## config.mk

```make
export PLATFORM = sky130hd
export DESIGN_NAME = liteic_master_node_read_flat
export DESIGN_NICKNAME = d
export VERILOG_FILES = /design/src/rtl/liteic_master_node_read_if.sv /design/src/rtl/liteic_master_node_read.sv /design/src/flat_wrapper.sv
export SDC_FILE = /design/constraint.sdc
export NUM_CORES = 1
export LEC_CHECK = 0
export ABC_AREA = 1
export BUFFER_PORTS_ARGS = -buffer_cell sky130_fd_sc_hd__buf_2
export CORE_AREA = 2 2 102 104
export DETAILED_ROUTE_END_ITERATION = 10
export DIE_AREA = 0 0 104 106
export PLACE_DENSITY = 0.7
export RECOVER_POWER = 50
export SLEW_MARGIN = 30
export SYNTH_ARGS = -nofsm -noshare
export SYNTH_HDL_FRONTEND = slang
export SYNTH_SLANG_ARGS = --single-unit
```

## constraint.sdc

```tcl
create_clock -name clk_i -period 1.8 [get_ports clk_i]
set_clock_uncertainty 0.1 [all_clocks]
set_input_delay 0.45 -clock clk_i [delete_from_list [all_inputs] [get_ports clk_i]]
set_output_delay 0.45 -clock clk_i [all_outputs]
set_load 0.05 [all_outputs]
```

## src/rtl/liteic_master_node_read_if.sv

```systemverilog
// axi_lite_if: AXI-Lite read-channel bundle between a master and the interconnect.
//   ar_valid/ar_ready/ar_addr/ar_qos : read address channel
//   r_valid/r_ready/r_data/r_resp    : read data channel
interface axi_lite_if #(
    parameter int ADDR_WIDTH = 32,
    parameter int DATA_WIDTH = 32
) ();
    logic                  ar_valid;
    logic                  ar_ready;
    logic [ADDR_WIDTH-1:0] ar_addr;
    logic [3:0]            ar_qos;
    logic                  r_valid;
    logic                  r_ready;
    logic [DATA_WIDTH-1:0] r_data;
    logic [1:0]            r_resp;

    modport slave (
        input  ar_valid, ar_addr, ar_qos, r_ready,
        output ar_ready, r_valid, r_data, r_resp
    );

    modport master (
        output ar_valid, ar_addr, ar_qos, r_ready,
        input  ar_ready, r_valid, r_data, r_resp
    );
endinterface

```

## src/rtl/liteic_master_node_read.sv

```systemverilog
// liteic_master_node_read: master-side read node, decodes AR to a slave slot,
// issues one crossbar request and routes the selected slot's R response back.
//   clk_i, rstn_i        : clock, asynchronous active-low reset
//   mst_axil             : AXI-Lite read channels from the master (slave side)
//   cbar_reqst_*         : request to crossbar (broadcast addr/qos, one-hot valid)
//   cbar_resp_*          : per-slot response words/valids, one-hot response ready
//   busy_o               : a read is outstanding
module liteic_master_node_read #(
    parameter int NUM_SLAVES = 4,
    parameter int ADDR_WIDTH = 32,
    parameter int DATA_WIDTH = 32,
    parameter int REGION_LSB = 28,
    parameter int SEL_WIDTH  = (NUM_SLAVES > 1) ? $clog2(NUM_SLAVES) : 1
) (
    input  logic                  clk_i,
    input  logic                  rstn_i,
    axi_lite_if.slave             mst_axil,
    output logic [ADDR_WIDTH-1:0] cbar_reqst_data_o,
    output logic [3:0]            cbar_reqst_arqos_o,
    output logic [NUM_SLAVES-1:0] cbar_reqst_val_o,
    input  logic [NUM_SLAVES-1:0] cbar_reqst_rdy_i,
    input  logic [DATA_WIDTH+1:0] cbar_resp_data_i [NUM_SLAVES],
    input  logic [NUM_SLAVES-1:0] cbar_resp_val_i,
    output logic [NUM_SLAVES-1:0] cbar_resp_rdy_o,
    output logic                  busy_o
);
    localparam int IDX_WIDTH = ADDR_WIDTH - REGION_LSB;

    typedef enum logic [1:0] {IDLE, REQ, RESP, DECERR} state_e;

    state_e                state_q, state_d;
    logic [ADDR_WIDTH-1:0] addr_q, addr_d;
    logic [3:0]            qos_q, qos_d;
    logic [SEL_WIDTH-1:0]  sel_q, sel_d;
    // Holds ar_ready low until the first clock edge after reset release.
    logic                  live_q;
    logic [IDX_WIDTH-1:0]  idx;
    logic [NUM_SLAVES-1:0] sel_oh;

    assign idx                = mst_axil.ar_addr[ADDR_WIDTH-1:REGION_LSB];
    assign sel_oh             = NUM_SLAVES'(1) << sel_q;
    assign cbar_reqst_data_o  = addr_q;
    assign cbar_reqst_arqos_o = qos_q;
    assign busy_o             = state_q != IDLE;

    always_comb begin
        state_d           = state_q;
        addr_d            = addr_q;
        qos_d             = qos_q;
        sel_d             = sel_q;
        mst_axil.ar_ready = 1'b0;
        mst_axil.r_valid  = 1'b0;
        mst_axil.r_data   = '0;
        mst_axil.r_resp   = '0;
        cbar_reqst_val_o  = '0;
        cbar_resp_rdy_o   = '0;
        case (state_q)
            IDLE: begin
                mst_axil.ar_ready = live_q;
                if (mst_axil.ar_valid && live_q) begin
                    addr_d = mst_axil.ar_addr;
                    qos_d  = mst_axil.ar_qos;
                    // Full upper field is compared so aliased high indices decode as unmapped.
                    if (32'(idx) < NUM_SLAVES) begin
                        sel_d   = idx[SEL_WIDTH-1:0];
                        state_d = REQ;
                    end else begin
                        state_d = DECERR;
                    end
                end
            end
            REQ: begin
                cbar_reqst_val_o = sel_oh;
                if (cbar_reqst_rdy_i[sel_q]) state_d = RESP;
            end
            RESP: begin
                mst_axil.r_valid                   = cbar_resp_val_i[sel_q];
                {mst_axil.r_data, mst_axil.r_resp} = cbar_resp_data_i[sel_q];
                cbar_resp_rdy_o                    = mst_axil.r_ready ? sel_oh : '0;
                if (cbar_resp_val_i[sel_q] && mst_axil.r_ready) state_d = IDLE;
            end
            DECERR: begin
                mst_axil.r_valid = 1'b1;
                mst_axil.r_resp  = 2'b11;
                if (mst_axil.r_ready) state_d = IDLE;
            end
            default: state_d = IDLE;
        endcase
    end

    always_ff @(posedge clk_i or negedge rstn_i) begin
        if (!rstn_i) begin
            state_q <= IDLE;
            addr_q  <= '0;
            qos_q   <= '0;
            sel_q   <= '0;
            live_q  <= 1'b0;
        end else begin
            state_q <= state_d;
            addr_q  <= addr_d;
            qos_q   <= qos_d;
            sel_q   <= sel_d;
            live_q  <= 1'b1;
        end
    end
endmodule
```

## src/flat_wrapper.sv

```systemverilog
// flat-port wrapper written by rule: the top's interface ports become plain ports
module liteic_master_node_read_flat 
#(
    parameter int NUM_SLAVES = 4,
    parameter int ADDR_WIDTH = 32,
    parameter int DATA_WIDTH = 32,
    parameter int REGION_LSB = 28,
    parameter int SEL_WIDTH  = (NUM_SLAVES > 1) ? $clog2(NUM_SLAVES) : 1
)
  (clk_i, rstn_i, cbar_reqst_data_o, cbar_reqst_arqos_o, cbar_reqst_val_o, cbar_reqst_rdy_i, cbar_resp_data_i, cbar_resp_val_i, cbar_resp_rdy_o, busy_o, mst_axil_ar_valid, mst_axil_ar_addr, mst_axil_ar_qos, mst_axil_r_ready, mst_axil_ar_ready, mst_axil_r_valid, mst_axil_r_data, mst_axil_r_resp);
  axi_lite_if #(.ADDR_WIDTH(ADDR_WIDTH), .DATA_WIDTH(DATA_WIDTH)) mst_axil_i ();
  input  logic clk_i;
  input  logic rstn_i;
  output logic [ADDR_WIDTH-1:0] cbar_reqst_data_o;
  output logic [3:0] cbar_reqst_arqos_o;
  output logic [NUM_SLAVES-1:0] cbar_reqst_val_o;
  input  logic [NUM_SLAVES-1:0] cbar_reqst_rdy_i;
  input  logic [DATA_WIDTH+1:0] cbar_resp_data_i[NUM_SLAVES];
  input  logic [NUM_SLAVES-1:0] cbar_resp_val_i;
  output logic [NUM_SLAVES-1:0] cbar_resp_rdy_o;
  output logic busy_o;
  input wire logic [$bits(mst_axil_i.ar_valid)-1:0] mst_axil_ar_valid;
  input wire logic [$bits(mst_axil_i.ar_addr)-1:0] mst_axil_ar_addr;
  input wire logic [$bits(mst_axil_i.ar_qos)-1:0] mst_axil_ar_qos;
  input wire logic [$bits(mst_axil_i.r_ready)-1:0] mst_axil_r_ready;
  output wire logic [$bits(mst_axil_i.ar_ready)-1:0] mst_axil_ar_ready;
  output wire logic [$bits(mst_axil_i.r_valid)-1:0] mst_axil_r_valid;
  output wire logic [$bits(mst_axil_i.r_data)-1:0] mst_axil_r_data;
  output wire logic [$bits(mst_axil_i.r_resp)-1:0] mst_axil_r_resp;
  assign mst_axil_i.ar_valid = mst_axil_ar_valid;
  assign mst_axil_i.ar_addr = mst_axil_ar_addr;
  assign mst_axil_i.ar_qos = mst_axil_ar_qos;
  assign mst_axil_i.r_ready = mst_axil_r_ready;
  assign mst_axil_ar_ready = mst_axil_i.ar_ready;
  assign mst_axil_r_valid = mst_axil_i.r_valid;
  assign mst_axil_r_data = mst_axil_i.r_data;
  assign mst_axil_r_resp = mst_axil_i.r_resp;
  liteic_master_node_read #(.NUM_SLAVES(NUM_SLAVES), .ADDR_WIDTH(ADDR_WIDTH), .DATA_WIDTH(DATA_WIDTH), .REGION_LSB(REGION_LSB), .SEL_WIDTH(SEL_WIDTH)) u_core (.clk_i(clk_i), .rstn_i(rstn_i), .mst_axil(mst_axil_i), .cbar_reqst_data_o(cbar_reqst_data_o), .cbar_reqst_arqos_o(cbar_reqst_arqos_o), .cbar_reqst_val_o(cbar_reqst_val_o), .cbar_reqst_rdy_i(cbar_reqst_rdy_i), .cbar_resp_data_i(cbar_resp_data_i), .cbar_resp_val_i(cbar_resp_val_i), .cbar_resp_rdy_o(cbar_resp_rdy_o), .busy_o(busy_o));
endmodule
```

# == Yosys cells after proc, flatten, opt, wreduce, memory -nomap -nowiden ==
# Index checks and enable logic that the tools add are counted.
# classes
shifts,1
n_lt_le_gt_ge,3
bitwise,1
n_div,0
eq_ne,7
n_reduce_logical,7
n_mux,20
n_mul,0
add_sub_neg,0
# ops
op,count
34-bit binary-select mux with 2-bit select,1
34-bit two-way mux,2
32-bit two-way mux,1
4-bit two-way mux,3
2-bit two-way mux,5
2-bit one-hot mux with 4 select lines,1
"2-bit by 1-bit inequality test with 1-bit output, second input constant",3
1-bit binary-select mux with 2-bit select,2
"2-bit == test, second input constant",2
"4-bit by 3-bit < comparator with 1-bit output, second input constant",1
2-bit one-hot mux with 2 select lines,1
4-bit AND reduction,1
"1-bit by 2-bit left shift with 4-bit output, first input constant",1
"3-bit >= comparator, second input constant",1
"2-bit by 3-bit < comparator with 1-bit output, second input constant",1
1-bit two-way mux,3
2-bit NOT with 3-bit output,1
3-bit AND reduction,1
"2-bit by 1-bit == test with 1-bit output, second input constant",1
1-bit logical AND,2
2-bit logical NOT,1
"2-bit inequality test, second input constant",1
1-bit one-hot mux with 2 select lines,1
2-bit AND reduction,1
2-bit nonzero test,1
# word_totals
romBits,0
latch_bits,0
regBits,41
mem_bits_rw,0
output_inout_bits,81
mem_count,0
elab_cells,44
input_bits,184

# == Logic depth before layout (Yosys ltp) ==
# Gate-level depths: netlist of the first run.
# logic_depth
word_depth,5
mapped_depth,11
depth_no_buf,10

# == Worst setup path before layout of the first run ==
# No wires, ideal clock.
# synth_path
kind,register to output
start,register u_core.sel_q[0]
end,output port mst_axil_r_data[22]
path_buffers,2
required_ns,1.250
arrival_time_ns,1.816
path_slack_ns,-0.566
stages_incl_launch_ff,6
path_cell_list,dfrtp_1 -> buf_4 -> nor2_4 -> buf_2 -> nand2_1 -> a31oi_1
# synth_via
elab_chain_len,5
# synth_lines
element,line_no,source
start: declaration,liteic_master_node_read.sv:34,"logic [SEL_WIDTH-1:0] sel_q, sel_d;"
start signal: assignment,liteic_master_node_read.sv:102,sel_q <= sel_d;
2-bit NOT with 3-bit output (not written as such),liteic_master_node_read.sv:78,"{mst_axil.r_data, mst_axil.r_resp} = cbar_resp_data_i[sel_q];"
34-bit binary-select mux with 2-bit select,liteic_master_node_read.sv:78,
34-bit two-way mux (not written as such) (2 in a row),liteic_master_node_read.sv:78,
32-bit two-way mux,liteic_master_node_read.sv:57,case (state_q)
end: declaration,flat_wrapper.sv:28,output wire logic [$bits(mst_axil_i.r_data)-1:0] mst_axil_r_data;
# No other way between the ends. The select of a mux whose other input is x is not followed.

# == Final worst setup path of the first run ==
# layout_path
start,register u_core.sel_q[1]
end,output port mst_axil_r_data[30]
# The elaborated chain is that of the path after synthesis.

==> impl_metrics.ini, run 1 <==
[floorplan]
die-area_sq_um = 11000
core_area_sq_um = 10000
die_w_um = 104
fp.dieH_um = 106
initial_utilization_pct = 26.8
io-pin-count = 265
rows = 37

[global_route]
antenna_found_initial = 2
grt_first_pass_wirelength_mm = 19.4
gr-total-overflow = 0
grt_start_max_net_pins = 37
grt_pass1_vias = 3977
grt_use_total_pct = 21.7

[clock_tree]
cts_sinks = 41
cts_made_buffers = 5
cts.htree.levels = 2
clk_pin_slew_worst_paths_ns = 0.08
clock_latency_ns = 0.29
cts-root-buf = clkbuf_8
cts_tree = done
clockBufferDepth = 2

[status]
status = complete, but fails checks
violations = negative setup slack

[placement]
dp.cells = 780
dp_hpwl_mm = 9.29
port_buffers = 264
place.gp.congestion = 0.875
place_area_sq_um = 5070

[route]
wl_per_cell_um = 16.4
drt_iter0_markers = 192
finalWirelength_mm = 13.2
vias = 3970
dr.pass1.iters = 4
via_per_inst = 4.93
drcViolationCount = 0
ant_nets = 0

[layout]
drive_gt1_share_pct = 62.2
final_common_cell = buf_2
final_area_sq_um = 5880
layout_common_cells = buf_2 (207), nand2_1 (127), buf_6 (42)
area_growth_pct = 119
finalNetCount = 850
fin_cells = 805

[sta]
slew_violations = 0
final.period_utilization_pct = 127
setup_viol = 45
layout_setup_ws_ns = -0.485
slew-limit-headroom_pct = 60.0
fmax_mhz = 438
tightest_slew_ns = 0.602
grt_setup_unrepaired = yes
hold_viol = 0
fin_crit_ns = 2.28

[critical_path]
crit_fanout = 9
startpoint_type = register
worstSetupPathType = reg2out
required_ns = 1.25
arrival_ns = 1.73
end_kind = output pin

[yosys]
ys_warn_count = 0
synthTopCellsByArea = dfrtp_1 (38%), nand2_1 (22%), a22oi_1 (9.0%)
avgSynthCellArea_sq_um = 7.04
yosysUniqueCellTypes = 21
yosysSeqAreaShare_pct = 38.3
synthCells = 381
syn-cell-area_sq_um = 2680
synth_area_leader_cell = dfrtp_1
synth_top_cell_area_share_pct = 38.3
synth_seq_cells = 41
syn_nets = 565

[power_and_ir_drop]
power.total_mw = 12.5
ir_worst_vdd_v = 0.00139
power.leakage_nw = 2.80
power.density_nw_per_um2 = 2130

[flow_run]
maxCapViolations = 0

[min_path]
hold_class = in2reg
==> cells by family (layout without fill, tap and decap cells) <==
| kind of cell | count (synthesis) | after routing | synth area share (%) |
|---|---|---|---|
| AOI/OAI and AO/OA | 78 | 78 | 20.0 |
| buffers and inverters | 44 | 330 | 8.12 |
| DFF | 41 | 41 | 38.3 |
| other | 1 | 3 | 0.140 |
| and+or+nand+nor | 217 | 217 | 33.5 |
==> worst max-delay path, cell delays in order, from the launching register on <==
cell and delay [ns]:
dfrtp_2 0.45, buf_6 0.14, nor2_4 0.11, buf_12 0.15, buf_12 0.16, nand2_2 0.07, a31oi_4 0.19, buf_8 0.16
==> cell usage after synthesis <==
| master | number |
|---|---|
| a21oi_1 | 2 |
| a22oi_1 | 32 |
| a31oi_1 | 34 |
| a41oi_2 | 2 |
| buf_2 | 22 |
| buf_4 | 4 |
| buf_6 | 1 |
| clkbuf_1 | 2 |
| conb_1 | 1 |
| dfrtp_1 | 41 |
| inv_1 | 10 |
| inv_2 | 4 |
| inv_4 | 1 |
| nand2_1 | 158 |
| nand2_2 | 2 |
| nand3_1 | 41 |
| nor2_1 | 11 |
| nor2_2 | 2 |
| nor2_4 | 3 |
| o21ai_0 | 2 |
| o21ai_1 | 6 |
==> final timing paths <==
kind                                                         start                                  endpoint  slack, ns  depth (start not counted)
min in group asynchronous                                   rstn_i                   u_core.live_q$_DFF_PN0_       0.52                          2
max in group asynchronous                                   rstn_i  u_core.cbar_reqst_data_o[26]$_DFFE_PN0P_       0.22                          3
max reg2reg                            u_core.sel_q[1]$_DFFE_PN0P_             u_core.state_q[1]$_DFFE_PN0P_          0                         12
min reg2reg                u_core.cbar_reqst_data_o[7]$_DFFE_PN0P_   u_core.cbar_reqst_data_o[7]$_DFFE_PN0P_       0.37                          2
min                                            mst_axil_ar_addr[8]   u_core.cbar_reqst_data_o[8]$_DFFE_PN0P_       0.25                          3
max                                    u_core.sel_q[1]$_DFFE_PN0P_                       mst_axil_r_data[30]      -0.48                          7
==> layer usage <==
layer,up-vias,GRT usage (%),wire [um]
met1,1862,23.6,4620
met4,0,8.59,518
met5,-,0,0
li1,1871,-,-
met2,202,40.4,7000
met3,35,5.21,1080
==> sequential cells by signal, summed over array words and instances, names as in the netlist <==
| signal | count |
|---|---|
| u_core.state_q | 2 |
| u_core.cbar_reqst_arqos_o | 4 |
| u_core.live_q | 1 |
| u_core.cbar_reqst_data_o | 32 |
| u_core.sel_q | 2 |
==> stage by stage <==
step	util, %	setup WS [ns]	hold slack (ns)	TNS (ns)
2_1_floorplan	-	-0.113	0.0544	-3.35
3_3_place_gp	50.8	-0.215	0.309	-7.07
3_5_place_dp	50.8	-0.248	0.317	-8.12
4_1_cts	56.2	-0.501	0.243	-18.47
5_1_grt	58.8	-0.534	0.250	-24.86
6_report	58.8	-0.485	0.251	-18.62
==> power by group <==
group,leakage (nW),internal [mW],switching [mW]
registers,0.508,1.35,0.263
logic,2.25,3.79,6.53
clock network,0.0439,0.268,0.324
==> what timing repair did <==
action,4_1_cts,5_1_grt
hold buffers,1,0
setup buffers,4,4
cloned,3,6
pin swaps,7,11
setup endpoints to repair,45,45
gates resized for setup,111,45
hold endpoints to repair,17,0
==> final cells by class <==
class                           instances  area [sq um]
Multi-Input combinational cell        296          2250
Inverter                               15          61.3
Clock buffer                            5          68.8
Sequential cell                        41          1030
Tap cell                              136           170
Clock inverter                          3          17.5
Antenna cell                            2          5.00
Fill cell                             893          4120
Timing Repair Buffer                  307          2280
(Power assumes the default switching activity.)
==> run 2: changes to the inputs <==
--- a/config.mk
+++ b/config.mk
@@ -9,6 +9,6 @@
 export BUFFER_PORTS_ARGS = -buffer_cell sky130_fd_sc_hd__buf_2
-export CORE_AREA = 2 2 102 104
+export CORE_AREA = 3 3 100 102
 export DETAILED_ROUTE_END_ITERATION = 10
-export DIE_AREA = 0 0 104 106
-export PLACE_DENSITY = 0.7
+export DIE_AREA = 0 0 103 105
+export PLACE_DENSITY = 0.74
 export RECOVER_POWER = 50
--- a/constraint.sdc
+++ b/constraint.sdc
@@ -4,2 +4,2 @@
 set_output_delay 0.45 -clock clk_i [all_outputs]
-set_load 0.05 [all_outputs]
+set_load 0.005 [all_outputs]
==> impl_metrics.ini, run 2 (synthesis results as in run 1) <==
[layout]
finalNetCount = 842
final_area_sq_um = 4830
largest_register_ffs = 32
area_growth_pct = 80.0
drive_gt1_share_pct = 54.2
final_common_cell = buf_2
final_util_pct = 52.5
layout_common_cells = buf_2 (253), nand2_1 (147), nand3_1 (41)
fin_cells = 773

[critical_path]
critical_path.startpoint = u_core.sel_q[0]$_DFFE_PN0P_
end_kind = output pin
slowest_delay_ns = 0.42
startpoint_type = register
cp.depth = 7
worstReg2RegStart = u_core.sel_q[0]$_DFFE_PN0P_
reg2reg_setup_slack_ns = 0.23
crit_family = buffers and inverters
regToRegEndpoint = u_core.state_q[1]$_DFFE_PN0P_
critical_path.most_common_cell = buf_12
required_ns = 1.25
slowest_stage = dfrtp_1
arrival_ns = 1.63
crit_fanout = 6
worstSetupPathType = reg2out
ff2ff_path_depth = 11
path_buf_inv = 4
cp_cell_sequence = buf_12, nor2_4, buf_12, buf_12, nand2_1, a31oi_1, buf_2
crit_path_end = mst_axil_r_data[17]

[sta]
layout_setup_ws_ns = -0.380
fin_crit_ns = 2.18
fmax_mhz = 459
slew-limit-headroom_pct = 34.5
tightest_slew_ns = 0.982
hold_viol = 0
setup_viol = 43
slew_violations = 0
grt_setup_unrepaired = yes
fin_hold_ws_ns = 0.258
finalSetupTns_ns = -13.35
final.period_utilization_pct = 121

[route]
ant_nets = 0
via_per_inst = 5.09
dr.pass1.iters = 5
finalWirelength_mm = 13.5
drcViolationCount = 0
drt_iter0_markers = 252
vias = 3933
wl_per_cell_um = 17.4

[placement]
port_buffers = 264
place_area_sq_um = 4270
dp.cells = 750
place.gp.congestion = 0.949
pre_cts_ws_ns = -0.105
dp_hpwl_mm = 10.2

[clock_tree]
cts.htree.levels = 2
clockBufferDepth = 2
cts_tree = done
cts_made_buffers = 5
clock_latency_ns = 0.29
cts_sinks = 41
clk_pin_slew_worst_paths_ns = 0.08
cts-root-buf = clkbuf_8

[floorplan]
fp.dieH_um = 105
initial_utilization_pct = 29.2
core_area_sq_um = 9200
die_w_um = 103
io-pin-count = 265
rows = 35
die-area_sq_um = 10800

[global_route]
gr-total-overflow = 0
antenna_found_initial = 3
grt_first_pass_wirelength_mm = 18.7
grt_pass1_vias = 3659
grt_use_total_pct = 21.7
grt_start_max_net_pins = 42

[min_path]
hold_class = in2reg
min_path_cells = 3

[power_and_ir_drop]
ir_worst_vdd_v = 0.000818
power.density_nw_per_um2 = 1540
power.total_mw = 7.45
power.leakage_nw = 2.58

[status]
violations = negative setup slack
status = complete, but fails checks

[flow_run]
maxCapViolations = 0
[run 2: changes by cell type in the layout (fill, tap and decap cells not counted), moves of 7 or more]
cell | previous run | this run
nand2_1 | 127 | 147
buf_2 | 207 | 253
a31oi_1 | 1 | 29
a22oi_2 | 7 | 24
buf_6 | 42 | 7
nand2_4 | 11 | 4
nand2_2 | 20 | 9
a31oi_4 | 33 | 0
a22oi_1 | 25 | 8
buf_8 | 8 | 0
[run 2: power breakdown]
part / internal, mW / switching (mW) / total (mW) / leakage, nW
combinational: 2.49 / 2.75 / 5.25 / 2.03
clock: 0.275 / 0.314 / 0.588 / 0.0385
sequential: 1.35 / 0.266 / 1.61 / 0.509
[run 2: worst min-delay path by stage]
stage	startpoint	end
after floorplan	rstn_i	u_core.cbar_reqst_arqos_o[0]$_DFFE_PN0P_
after global placement	u_core.cbar_reqst_data_o[23]$_DFFE_PN0P_	u_core.cbar_reqst_data_o[23]$_DFFE_PN0P_
after detailed placement	u_core.cbar_reqst_data_o[1]$_DFFE_PN0P_	u_core.cbar_reqst_data_o[1]$_DFFE_PN0P_
after CTS	rstn_i	u_core.cbar_reqst_data_o[15]$_DFFE_PN0P_
after global routing	mst_axil_ar_addr[26]	u_core.cbar_reqst_data_o[26]$_DFFE_PN0P_
final	mst_axil_ar_addr[26]	u_core.cbar_reqst_data_o[26]$_DFFE_PN0P_
[run 2: cell type report]
cell class	instances	area (sq um)
Timing Repair Buffer	299	1820
Sequential cell	41	1030
Antenna cell	3	7.51
Inverter	15	76.3
Multi-Input combinational cell	296	1670
Fill cell	899	4370
Tap cell	111	139
Clock inverter	1	7.51
Clock buffer	7	76.3
[run 2: repair_timing]
action,CTS,global route
setup buffers,1,5
pin swaps,3,29
hold buffers,0,0
resized for setup,25,45
endpoints found under the setup margin,43,44
cloned,0,7
[run 2: worst min-delay path: stages]
cell and delay (ns):
buf_2 0.07, nand2_1 0.04, nand2_1 0.05
[run 2: routing by layer]
layer / vias to the layer above / share of wire, % / wire (um) / GRT usage, %
met1: 1808 / 36 / 4840 / 25.6
met2: 234 / 50 / 6780 / 36.9
li1: 1853 / - / - / -
met3: 36 / 11 / 1510 / 7.28
met4: 2 / 2.3 / 309 / 6.48
met5: - / 0.15 / 20 / 0
==> run 3: changes to the inputs <==
Settings changed: PLACE_DENSITY 0.74 to 0.75.
==> impl_metrics.ini, run 3 (synthesis results as in run 1) <==
[layout]
layout_common_cells = buf_2 (255), nand2_1 (142), nand3_1 (41)
final_common_cell = buf_2
multi_input_area_sq_um = 1590
fin_cells = 771
ff_latch_area_sq_um = 1030
nFillCells = 920
area_growth_pct = 76.3
drive_gt1_share_pct = 52.7
finalNetCount = 843
largest_register_ffs = 32

[clock_tree]
cts_made_buffers = 5
clockBufferDepth = 2
hold_buffers = 0
cts_tree = done
clock_latency_ns = 0.29
cts-root-buf = clkbuf_8
clk_pin_slew_worst_paths_ns = 0.08
cts.htree.levels = 2
cts_sinks = 41

[route]
drcViolationCount = 0
ant_nets = 0
finalWirelength_mm = 13.0
dr.pass1.iters = 5
drt_iter0_markers = 210
vias = 3943
via_per_inst = 5.11
wl_per_cell_um = 16.8

[critical_path]
regToRegEndpoint = u_core.state_q[1]$_DFFE_PN0P_
slowest_stage = dfrtp_1
cp_cell_sequence = buf_6, nor2_4, buf_12, buf_8, nand2_1, a31oi_2, buf_2
ff2ff_path_depth = 11
critical_path.startpoint = u_core.sel_q[0]$_DFFE_PN0P_
required_ns = 1.25
worstSetupPathType = reg2out
worstReg2RegStart = u_core.sel_q[0]$_DFFE_PN0P_
crit_path_end = mst_axil_r_data[11]
arrival_ns = 1.67
slowest_delay_ns = 0.43
crit_fanout = 8
reg2reg_setup_slack_ns = 0.14
end_kind = output pin
startpoint_type = register

[min_path]
hold_class = in2reg

[global_route]
grt_use_total_pct = 21.5
grt_pass1_vias = 3752
grt_first_pass_wirelength_mm = 18.6
antenna_found_initial = 1
gr-total-overflow = 0
grt_start_max_net_pins = 42

[sta]
final.period_utilization_pct = 123
fmax_mhz = 451
fin_crit_ns = 2.22
grt_setup_unrepaired = yes
tightest_slew_ns = 0.994
layout_setup_ws_ns = -0.416
slew_violations = 0
slew-limit-headroom_pct = 33.7
hold_viol = 0
setup_viol = 42

[floorplan]
die_w_um = 103
fp.dieH_um = 105
die-area_sq_um = 10800
initial_utilization_pct = 29.2
io-pin-count = 265
core_area_sq_um = 9200
rows = 35

[status]
violations = negative setup slack
status = complete, but fails checks

[placement]
place.gp.congestion = 0.990
dp.cells = 747
port_buffers = 264
pre_cts_ws_ns = -0.111
dp_hpwl_mm = 9.95

[power_and_ir_drop]
ir_worst_vdd_v = 0.000865
power.density_nw_per_um2 = 1570
power.leakage_nw = 2.59

[flow_run]
maxCapViolations = 0
==> run 3: report_power, final <==
part | switching [mW] | internal [mW]
clock network | 0.314 | 0.403
logic | 2.69 | 2.42
registers | 0.267 | 1.35
total | 3.27 | 4.16
==> run 3: worst max-delay path: cells and delay by family, from the launching register on <==
kind	cells	cell delay [ns]
DFF	1	0.43
buffers and inverters	4	0.57
AOI/OAI and AO/OA	1	0.22
and+or+nand+nor	2	0.17
==> run 3: through the flow <==
step	setup TNS [ns]	hold slack, ns	util, %	total power, mW	cell area (sq um)
after global routing	-16.50	0.248	51.4	8.02	4730
after floorplan	0	0.0544	-	3.81	2680
after global placement	-0.625	0.351	45.5	5.55	4180
final	-13.29	0.254	51.4	7.44	4730
after detailed placement	-0.856	0.353	45.5	5.64	4180
after CTS	-13.05	0.123	48.3	6.77	4440
==> run 3: worst min path at each step <==
stage                                                        start                                  endpoint  slack (ns)  cells after the start
after global routing                           mst_axil_ar_addr[1]   u_core.cbar_reqst_data_o[1]$_DFFE_PN0P_        0.25                      3
after floorplan                                             rstn_i  u_core.cbar_reqst_arqos_o[0]$_DFFE_PN0P_        0.05                      0
after detailed placement  u_core.cbar_reqst_data_o[21]$_DFFE_PN0P_  u_core.cbar_reqst_data_o[21]$_DFFE_PN0P_        0.35                      2
final                                         mst_axil_ar_addr[12]  u_core.cbar_reqst_data_o[12]$_DFFE_PN0P_        0.25                      3
after CTS                                                   rstn_i  u_core.cbar_reqst_data_o[11]$_DFFE_PN0P_        0.12                      2
after global placement    u_core.cbar_reqst_data_o[13]$_DFFE_PN0P_  u_core.cbar_reqst_data_o[13]$_DFFE_PN0P_        0.35                      2
==> run 3: what timing repair did <==
action | 4_1_cts | 5_1_grt
gates cloned | 1 | 4
endpoints found under the setup margin | 44 | 44
pin swaps | 3 | 20
buffers inserted | 6 | 7
resized for setup | 22 | 47
==> run 3: metal layers <==
metal / track usage [%] / part of all wire (%) / vias up
met5: 0 / 0 / -
met4: 7.96 / 2.7 / 0
met2: 36.6 / 50 / 248
met1: 24.8 / 35 / 1812
li1: - / - / 1851
met3: 6.74 / 12 / 32
==> run 3: final cells by class <==
cell class                 instances  share of cell area [%]
timing repair buffer             300                    37.7
multi-input combinational        296                    33.6
sequential                        41                    21.7
tap                              111                    2.94
inverter                          15                    1.77
clock buffer                       5                    1.46
clock inverter                     2                   0.741
antenna                            1                  0.0529
